## src/rtl/cga_pkg.sv

```systemverilog
// Shared CRTC constants: I/O port addresses, register indices, reset values
// and the register readback/status helpers.
package cga_pkg;

    localparam logic [15:0] ADDR_INDEX  = 16'h03D4;
    localparam logic [15:0] ADDR_DATA   = 16'h03D5;
    localparam logic [15:0] ADDR_STATUS = 16'h03DA;

    localparam logic [4:0] IDX_CS = 5'h0A;
    localparam logic [4:0] IDX_CE = 5'h0B;
    localparam logic [4:0] IDX_CH = 5'h0E;
    localparam logic [4:0] IDX_CL = 5'h0F;

    localparam logic [4:0] RST_INDEX  = 5'h00;
    localparam logic [5:0] RST_CS     = 6'h0E;
    localparam logic [4:0] RST_CE     = 5'h0F;
    localparam logic [2:0] RST_CH     = 3'h0;
    localparam logic [7:0] RST_CL     = 8'h00;
    localparam logic [7:0] RST_PORT_O = 8'h00;

    typedef struct packed {
        logic [5:0] cs;
        logic [4:0] ce;
        logic [2:0] ch;
        logic [7:0] cl;
    } crtc_regs_t;

    localparam crtc_regs_t REGS_RESET = '{cs: RST_CS, ce: RST_CE, ch: RST_CH, cl: RST_CL};

    function automatic logic [7:0] reg_read(input crtc_regs_t r, input logic [4:0] idx);
        logic [7:0] v;
        case (idx)
            IDX_CS:  v = {2'b00, r.cs};
            IDX_CE:  v = {3'b000, r.ce};
            IDX_CH:  v = {5'b00000, r.ch};
            IDX_CL:  v = r.cl;
            default: v = 8'h00;
        endcase
        return v;
    endfunction

    // Retrace bit 0 is also forced during vertical sync.
    function automatic logic [7:0] status_byte(input logic vs_q, input logic hs_q);
        return {4'b0000, vs_q, 2'b00, (~hs_q | vs_q)};
    endfunction

endpackage

```

## src/rtl/cga_sync_edge.sv

```systemverilog
// Registers one sync input and produces a one-cycle pulse in the cycle after
// the registered copy rises.
module cga_sync_edge #(
    parameter logic RESET_VAL = 1'b0
) (
    input  logic clk_i,
    input  logic reset_i,
    input  logic d_i,
    output logic q_o,
    output logic rise_o
);

    logic q_q, q_d;
    logic rise_q, rise_d;

    // Next state: sample the input, flag a low-to-high transition of q.
    always_comb begin
        q_d    = d_i;
        rise_d = d_i & ~q_q;
    end

    // State registers with synchronous reset.
    always_ff @(posedge clk_i) begin
        if (reset_i) begin
            q_q    <= RESET_VAL;
            rise_q <= 1'b0;
        end else begin
            q_q    <= q_d;
            rise_q <= rise_d;
        end
    end

    assign q_o    = q_q;
    assign rise_o = rise_q;

endmodule

```

## src/rtl/cga_crtc.sv

```systemverilog
// CGA CRTC register subset: index/data ports, status port, cursor outputs.
// Define CRTC_VSYNC_LATCH_EN to make outputs update only at vertical sync.
module cga_crtc
    import cga_pkg::*;
(
    input  logic        clock_25,
    input  logic        reset,
    input  logic [15:0] port_a,
    input  logic [7:0]  port_i,
    input  logic        port_w,
    input  logic        port_r,
    output logic [7:0]  port_o,
    output logic        port_sel,
    input  logic        hs,
    input  logic        vs,
    output logic [10:0] cursor,
    output logic [5:0]  cursor_shape_lo,
    output logic [4:0]  cursor_shape_hi
);

    logic [4:0] index_q, index_d;
    crtc_regs_t regs_q, regs_d;
    crtc_regs_t out_s;
    logic [7:0] port_o_q, port_o_d;
    logic       hs_q, vs_q, vs_rise;
    logic       hs_rise_unused;
    logic       is_index_s, is_data_s, is_status_s;

    cga_sync_edge #(.RESET_VAL(1'b1)) u_hs_sync (
        .clk_i(clock_25), .reset_i(reset), .d_i(hs), .q_o(hs_q), .rise_o(hs_rise_unused)
    );

    cga_sync_edge #(.RESET_VAL(1'b0)) u_vs_sync (
        .clk_i(clock_25), .reset_i(reset), .d_i(vs), .q_o(vs_q), .rise_o(vs_rise)
    );

    assign is_index_s  = (port_a == ADDR_INDEX);
    assign is_data_s   = (port_a == ADDR_DATA);
    assign is_status_s = (port_a == ADDR_STATUS);
    assign port_sel    = is_index_s | is_data_s | is_status_s;

    // Port writes take priority; a read in the same cycle is dropped.
    always_comb begin
        index_d  = index_q;
        regs_d   = regs_q;
        port_o_d = port_o_q;
        if (port_w) begin
            if (is_index_s) begin
                index_d = port_i[4:0];
            end else if (is_data_s) begin
                case (index_q)
                    IDX_CS:  regs_d.cs = port_i[5:0];
                    IDX_CE:  regs_d.ce = port_i[4:0];
                    IDX_CH:  regs_d.ch = port_i[2:0];
                    IDX_CL:  regs_d.cl = port_i;
                    default: regs_d    = regs_q;
                endcase
            end else begin
                regs_d = regs_q;
            end
        end else if (port_r) begin
            if (is_index_s) begin
                port_o_d = {3'b000, index_q};
            end else if (is_data_s) begin
                port_o_d = reg_read(regs_q, index_q);
            end else if (is_status_s) begin
                port_o_d = status_byte(vs_q, hs_q);
            end else begin
                port_o_d = 8'hFF;
            end
        end else begin
            port_o_d = port_o_q;
        end
    end

    // Register file, index and read-data state.
    always_ff @(posedge clock_25) begin
        if (reset) begin
            index_q  <= RST_INDEX;
            regs_q   <= REGS_RESET;
            port_o_q <= RST_PORT_O;
        end else begin
            index_q  <= index_d;
            regs_q   <= regs_d;
            port_o_q <= port_o_d;
        end
    end

`ifdef CRTC_VSYNC_LATCH_EN
    crtc_regs_t out_q, out_d;

    // Registers are shadows; the visible copy is refreshed once per frame.
    always_comb begin
        if (vs_rise) begin
            out_d = regs_q;
        end else begin
            out_d = out_q;
        end
    end

    // Visible cursor state.
    always_ff @(posedge clock_25) begin
        if (reset) begin
            out_q <= REGS_RESET;
        end else begin
            out_q <= out_d;
        end
    end

    assign out_s = out_q;
`else
    logic vs_rise_unused;
    assign vs_rise_unused = vs_rise;
    assign out_s = regs_q;
`endif

    assign port_o          = port_o_q;
    assign cursor          = {out_s.ch, out_s.cl};
    assign cursor_shape_lo = out_s.cs;
    assign cursor_shape_hi = out_s.ce;

endmodule

```

## config.mk

```make
export PLATFORM = sky130hd
export DESIGN_NAME = cga_crtc
export DESIGN_NICKNAME = d
export VERILOG_FILES = /design/src/rtl/cga_pkg.sv /design/src/rtl/cga_sync_edge.sv /design/src/rtl/cga_crtc.sv
export SDC_FILE = /design/constraint.sdc
export NUM_CORES = 1
export LEC_CHECK = 0
export ABC_AREA = 0
export BUFFER_PORTS_ARGS = -buffer_cell sky130_fd_sc_hd__buf_4
export CAP_MARGIN = 20
export CORE_ASPECT_RATIO = 0.7
export CORE_MARGIN = 2
export CORE_UTILIZATION = 39
export DETAILED_ROUTE_END_ITERATION = 8
export PLACE_DENSITY_LB_ADDON = 0.3
export SLEW_MARGIN = 40
export SYNTH_ARGS = -nofsm -noshare
export SYNTH_HDL_FRONTEND = slang
export SYNTH_SLANG_ARGS = --single-unit
```

## constraint.sdc

```tcl
create_clock -name clock_25 -period 1.63 [get_ports clock_25]
set_input_delay 0.163 -clock clock_25 [delete_from_list [all_inputs] [get_ports clock_25]]
set_output_delay 0.163 -clock clock_25 [all_outputs]
set_load 0.01 [all_outputs]
```

==> impl_metrics.py, run 1 <==
metrics = {
    "synthesis": {
        "synthDominantCellAreaShare_pct": 38.5,
        "ys.flop_type": "dfxtp_1",
        "synth_area_per_cell_um2": 8.43,
        "ys_seq_area_share_pct": 38.5,
        "syn_nets": 258,
        "ys_types": 47,
        "mappedNetlistArea_um2": 1920,
        "synth_common_cells": "dfxtp_1 (37), o21ai_0 (31), a21oi_1 (25), nand3_1 (23), nand4_1 (13)",
        "ys_ff_latch": 37,
        "yosys-top-cells-area": "dfxtp_1 (39%), o21ai_0 (8.1%), a21oi_1 (6.5%), nand3_1 (6.0%), nand4_1 (4.2%)",
        "synth_edf_count": 0,
        "synth_cells": 228,
        "async_flop_share_pct": 0,
        "synth.most_common_cell": "dfxtp_1",
        "yosysTopAreaCell": "dfxtp_1",
        "yosys_warnings": 0,
    },
    "place": {
        "dp_hpwl_um": 4730,
        "port_buffers": 60,
        "place_congestion": 0.865,
    },
    "global_route": {
        "antenna_found_initial": 0,
        "grt_pass1_wl_um": 9990,
        "grt_use_total_pct": 23.7,
        "grt_max_degree": 28,
        "grt_pass1_vias": 1918,
        "globalRoute.totalOverflow": 0,
    },
    "layout": {
        "ff_latch_area_um2": 742,
        "multi_input_area_um2": 1080,
        "final_nets": 329,
        "drive_above_1_share_pct": 35.0,
        "n_fill_cell": 474,
        "n_antenna_cell": 0,
        "syn2layout_area_growth_pct": 36.8,
    },
    "timing": {
        "slew-limit-headroom_pct": 67.3,
        "worst_pin_slew_ns": 0.484,
        "hold_viol": 0,
        "setup_viol": 0,
        "slew_violations": 0,
        "finalCritPeriodShare_pct": 94.6,
        "fmax_mhz": 648,
        "period_needed_ns": 1.54,
        "worst_clock_skew_ns": 0.00432,
        "tns_ns": 0,
        "grt_setup_unrepaired": "no",
    },
    "cts": {
        "numCtsBuffers": 5,
        "clockRootBuffer": "clkbuf_8",
        "clock_latency_ns": 0.29,
        "htree_levels": 2,
        "ctsHoldBuffers": 0,
        "cts.reportedPaths.clkPinSlew_ns": 0.07,
        "clock_path_buffers": 2,
        "clock_sinks": 37,
        "cts_tree": "done",
    },
    "worst_setup_path": {
        "r2r_slack_ns": 0.09,
        "r2r.worst_path.cells": 4,
        "slowest_stage": "a2111oi_0",
        "end_kind": "flip-flop",
        "critPathKind": "reg2reg",
        "crit_arrival_ns": 1.71,
        "required_ns": 1.80,
        "start_kind": "flip-flop",
        "r2r_start": "index_q[2]$_SDFFE_PP0P_",
        "crit_fanout": 4,
        "r2r_end": "port_o[4]$_SDFFE_PP0P_",
        "cpPeakStageDelay_ns": 0.40,
        "crit_path_cell_trace": "mux2_2 -> a22o_1 -> a2111oi_0 -> nor3_1",
    },
    "drt": {
        "firstDrtPassIters": 5,
        "drt_iter0_drc": 175,
        "vias": 2144,
        "final_antenna_net_count": 0,
        "routed_via_density": 5.81,
        "route.detailed.drc": 0,
        "wl_um": 6420,
        "wl_per_cell_um": 17.4,
    },
    "min_path": {
        "hp-class": "in2reg",
        "worstHoldStart": "hs",
        "hold-path-endpoint": "u_hs_sync.q_o$_SDFF_PP1_",
        "hold_depth": 2,
    },
    "status": {
        "status": "finished clean",
    },
    "pwr": {
        "ir_drop_mv": 0.383,
        "finalPower_w": 0.00174,
        "p_leak_nw": 1.02,
        "p_per_area_nw_per_um2": 660,
    },
    "die": {
        "fp.dieH_um": 62.8,
        "core-area_um2": 4760,
        "rows": 21,
        "die_area_um2": 5520,
        "chipWidth_um": 87.9,
        "io_pins": 61,
        "initial_core_util_pct": 40.4,
    },
    "job": {
        "drv_cap": 0,
    },
}
==> stage by stage <==
stage          instance area (µm²)  utilization [%]  hold slack [ns]  setup slack [ns]  instances
2_1_floorplan                 1920                -            0.267             0.152        228
3_3_place_gp                  2510             52.7            0.353            0.0544        357
3_5_place_dp                  2510             52.7            0.352           0.00231        357
4_1_cts                       2590             54.4           0.0496            0.0238        365
5_1_grt                       2630             55.3           0.0474            0.0337        369
6_report                      2630             55.3           0.0540            0.0875        369
==> cells by family (layout without fill, tap and decap cells) <==
| family | count (synthesis) | in the layout | synth area share [%] |
|---|---|---|---|
| simple gates | 89 | 89 | 28.8 |
| compound gates | 75 | 75 | 22.4 |
| flops | 37 | 37 | 38.5 |
| buf+inv | 22 | 94 | 6.18 |
| mux | 5 | 5 | 4.10 |
==> sequential cells by signal (all words and copies together), names as in the netlist <==
| signal | cells |
|---|---|
| port_o | 8 |
| cursor_shape_lo | 6 |
| u_vs_sync.q_o | 1 |
| cursor | 11 |
| cursor_shape_hi | 5 |
| index_q | 5 |
| u_hs_sync.q_o | 1 |
==> metal layers <==
metal  wire length, µm  vias to the layer above  track usage, %
met2              2720                      105            32.5
li1                  -                     1013               -
met1              3070                     1015            35.5
met4                98                        0            8.85
met3               532                       11            5.55
met5                 0                        -               0
==> cell usage in the layout (no fill, tap or decap), drive strengths merged, types with 2 or more instances in the layout <==
master,count
nor2,9
nor2b,5
mux4,2
a2111oi,2
nand3,24
dfxtp,37
nand4,13
a311oi,2
mux2,3
a211o,3
a21oi,25
and2,2
and3,7
nand2,8
a31oi,4
clkbuf,8
and4bb,3
nor3,4
buf,83
and4,3
o21ai,31
inv,3
==> how the worst max path moves through the flow <==
stage                            startpoint                         endpoint  slack, ns  cells past startpoint
floorplan           index_q[2]$_SDFFE_PP0P_           port_o[1]$_SDFFE_PP0P_       0.15                      3
global placement    index_q[2]$_SDFFE_PP0P_  cursor_shape_lo[1]$_SDFFE_PP1P_       0.05                      5
detailed placement  index_q[2]$_SDFFE_PP0P_  cursor_shape_lo[2]$_SDFFE_PP1P_      0.002                      5
CTS                 index_q[2]$_SDFFE_PP0P_  cursor_shape_lo[2]$_SDFFE_PP1P_       0.02                      5
global route                     port_a[14]                         port_sel       0.03                      6
finish              index_q[2]$_SDFFE_PP0P_           port_o[4]$_SDFFE_PP0P_       0.09                      4
==> area by class of cell <==
class,count,share of cell area [%]
clock buffers,8,3.04
well taps,69,3.28
inverters,3,0.428
repair buffers,83,24.2
flip-flops and latches,37,28.2
multi-input cells,169,40.9
==> repair_timing <==
action / CTS / global route
pin swaps: 0 / 2
endpoints found under the setup margin: 1 / 16
resized for setup: 1 / 7
buffers inserted: 0 / 4
==> report_power, final <==
group          leakage, nW  total [W]  internal [W]  switching [W]
clock network       0.0395   0.000625      0.000304       0.000321
registers            0.301   0.000927      0.000920     0.00000723
logic                0.674   0.000185     0.0000946      0.0000905
total                 1.02    0.00174       0.00132       0.000419
==> worst max-delay path: cells and delay by family, from the launching register on <==
| kind | cells | cell delay, ns |
|---|---|---|
| flip-flops | 1 | 0.39 |
| AO/OA/AOI/OAI | 2 | 0.58 |
| AND/OR/NAND/NOR | 1 | 0.09 |
| multiplexers | 1 | 0.36 |
No activity file was read; power rests on OpenSTA's default activity.
==> run 2, diff against run 1 <==
--- a/config.mk
+++ b/config.mk
@@ -10,10 +10,10 @@
 export CAP_MARGIN = 20
 export CORE_ASPECT_RATIO = 0.7
 export CORE_MARGIN = 2
-export CORE_UTILIZATION = 39
+export CORE_UTILIZATION = 50
 export DETAILED_ROUTE_END_ITERATION = 8
 export PLACE_DENSITY_LB_ADDON = 0.3
-export SLEW_MARGIN = 40
+export SLEW_MARGIN = 20
 export SYNTH_ARGS = -nofsm -noshare
 export SYNTH_HDL_FRONTEND = slang
 export SYNTH_SLANG_ARGS = --single-unit
==> impl_metrics.py, run 2 (same netlist as run 1, synthesis figures left out) <==
metrics = {
    "layout": {
        "largest_register_ffs": 11,
        "layout_commonest_cell": "buf_4",
        "stdcell_area_um2": 2570,
        "final_util_pct": 71.3,
        "drive_above_1_share_pct": 33.2,
        "final_nets": 324,
        "layout_common_cells": "buf_4 (77), dfxtp_1 (35), o21ai_0 (31)",
        "syn2layout_area_growth_pct": 33.5,
        "n_antenna_cell": 0,
        "layoutNonFillerInstCount": 345,
    },
    "min_path": {
        "hold-path-endpoint": "u_hs_sync.q_o$_SDFF_PP1_",
        "hold_depth": 2,
        "worstHoldStart": "hs",
        "hp-class": "in2reg",
    },
    "die": {
        "rows": 18,
        "fp.dieH_um": 55.9,
        "die_area_um2": 4370,
        "initial_core_util_pct": 53.4,
        "io_pins": 61,
        "core-area_um2": 3600,
        "chipWidth_um": 78.1,
    },
    "worst_setup_path": {
        "crit_fanout": 7,
        "crit_cells": 5,
        "crit_path_cell_trace": "buf_4 -> nor2_1 -> and4_4 -> nand2_2 -> a211o_1",
        "crit_arrival_ns": 1.73,
        "critPathKind": "reg2reg",
        "cpPeakStageDelay_ns": 0.36,
        "start_kind": "flip-flop",
        "crit_buf_inv": 1,
        "r2r_end": "cursor_shape_lo[1]$_SDFFE_PP1P_",
        "r2r_start": "index_q[2]$_SDFFE_PP0P_",
        "cpLargestDelayFamily": "simple AND/OR/NAND/NOR gates",
        "r2r_slack_ns": 0.09,
        "slowest_stage": "dfxtp_2",
        "end_kind": "flip-flop",
        "required_ns": 1.82,
        "r2r.worst_path.cells": 5,
    },
    "status": {
        "status": "finished clean",
    },
    "pwr": {
        "finalPower_w": 0.00174,
        "ir_drop_mv": 0.645,
        "p_per_area_nw_per_um2": 678,
        "p_leak_nw": 0.988,
    },
    "global_route": {
        "grt_max_degree": 28,
        "antenna_found_initial": 0,
        "globalRoute.totalOverflow": 0,
        "grt_pass1_wl_um": 9780,
        "grt_pass1_vias": 1966,
        "grt_use_total_pct": 28.5,
    },
    "drt": {
        "vias": 2152,
        "routed_via_density": 6.24,
        "wl_um": 6160,
        "route.detailed.drc": 0,
        "wl_per_cell_um": 17.9,
        "drt_iter0_drc": 243,
        "final_antenna_net_count": 0,
        "firstDrtPassIters": 7,
    },
    "timing": {
        "hold_viol": 0,
        "worst_clock_skew_ns": 0.0122,
        "setup_viol": 0,
        "slew-limit-headroom_pct": 70.3,
        "period_needed_ns": 1.54,
        "worst_pin_slew_ns": 0.439,
        "tns_ns": 0,
        "fmax_mhz": 649,
        "slew_violations": 0,
        "finalCritPeriodShare_pct": 94.5,
    },
    "place": {
        "dp_hpwl_um": 4590,
        "port_buffers": 60,
        "dp_cells": 335,
        "place_congestion": 0.917,
        "place_area_um2": 2460,
    },
    "cts": {
        "clockRootBuffer": "clkbuf_8",
        "htree_levels": 2,
        "clock_latency_ns": 0.29,
        "cts_tree": "done",
        "numCtsBuffers": 5,
        "cts.reportedPaths.clkPinSlew_ns": 0.08,
        "clock_path_buffers": 2,
        "clock_sinks": 37,
    },
    "job": {
        "drv_cap": 0,
    },
}
-- run 2: worst max path at each step --
stage	slack (ns)	endpoint	start
floorplan	0.15	port_o[1]$_SDFFE_PP0P_	index_q[2]$_SDFFE_PP0P_
global placement	0.09	cursor_shape_lo[2]$_SDFFE_PP1P_	index_q[2]$_SDFFE_PP0P_
CTS	0.02	port_o[1]$_SDFFE_PP0P_	index_q[2]$_SDFFE_PP0P_
detailed placement	0.007	cursor_shape_lo[1]$_SDFFE_PP1P_	index_q[2]$_SDFFE_PP0P_
finish	0.09	cursor_shape_lo[1]$_SDFFE_PP1P_	index_q[2]$_SDFFE_PP0P_
global route	-0.003	port_sel	port_a[10]
-- run 2: repair_timing --
item,4_1_cts,5_1_grt
hold buffers,0,0
endpoints found under the setup margin,3,12
gates resized for setup,1,6
setup buffers,0,2
pin swaps,0,1
-- run 2: area by class of cell --
| cell class | count | area, µm² |
|---|---|---|
| clock inverters | 1 | 7.51 |
| multi-input cells | 169 | 1070 |
| well taps | 50 | 62.6 |
| fillers | 306 | 1040 |
| flip-flops and latches | 37 | 743 |
| clock buffers | 7 | 76.3 |
| inverters | 3 | 11.3 |
| repair buffers | 78 | 598 |
-- run 2: power breakdown --
part | leakage (nW) | switching, W | internal [W]
Sequential | 0.302 | 0.00000806 | 0.000920
Combinational | 0.648 | 0.0000907 | 0.0000924
Clock | 0.0385 | 0.000326 | 0.000303
-- run 2: metrics by stage --
stage / hold slack [ns] / worst slack, ns
after floorplan: 0.267 / 0.152
after global placement: 0.349 / 0.0870
after detailed placement: 0.357 / 0.00741
after CTS: 0.0635 / 0.0159
after global routing: 0.0700 / -0.00344
final: 0.0614 / 0.0891
-- run 2: routing by layer --
layer	vias up	GRT usage, %	share of wire, %
li1	999	-	-
met1	1011	41.6	44
met2	131	42.4	43
met3	11	6.82	11
met4	0	7.27	1.2
met5	-	0	0
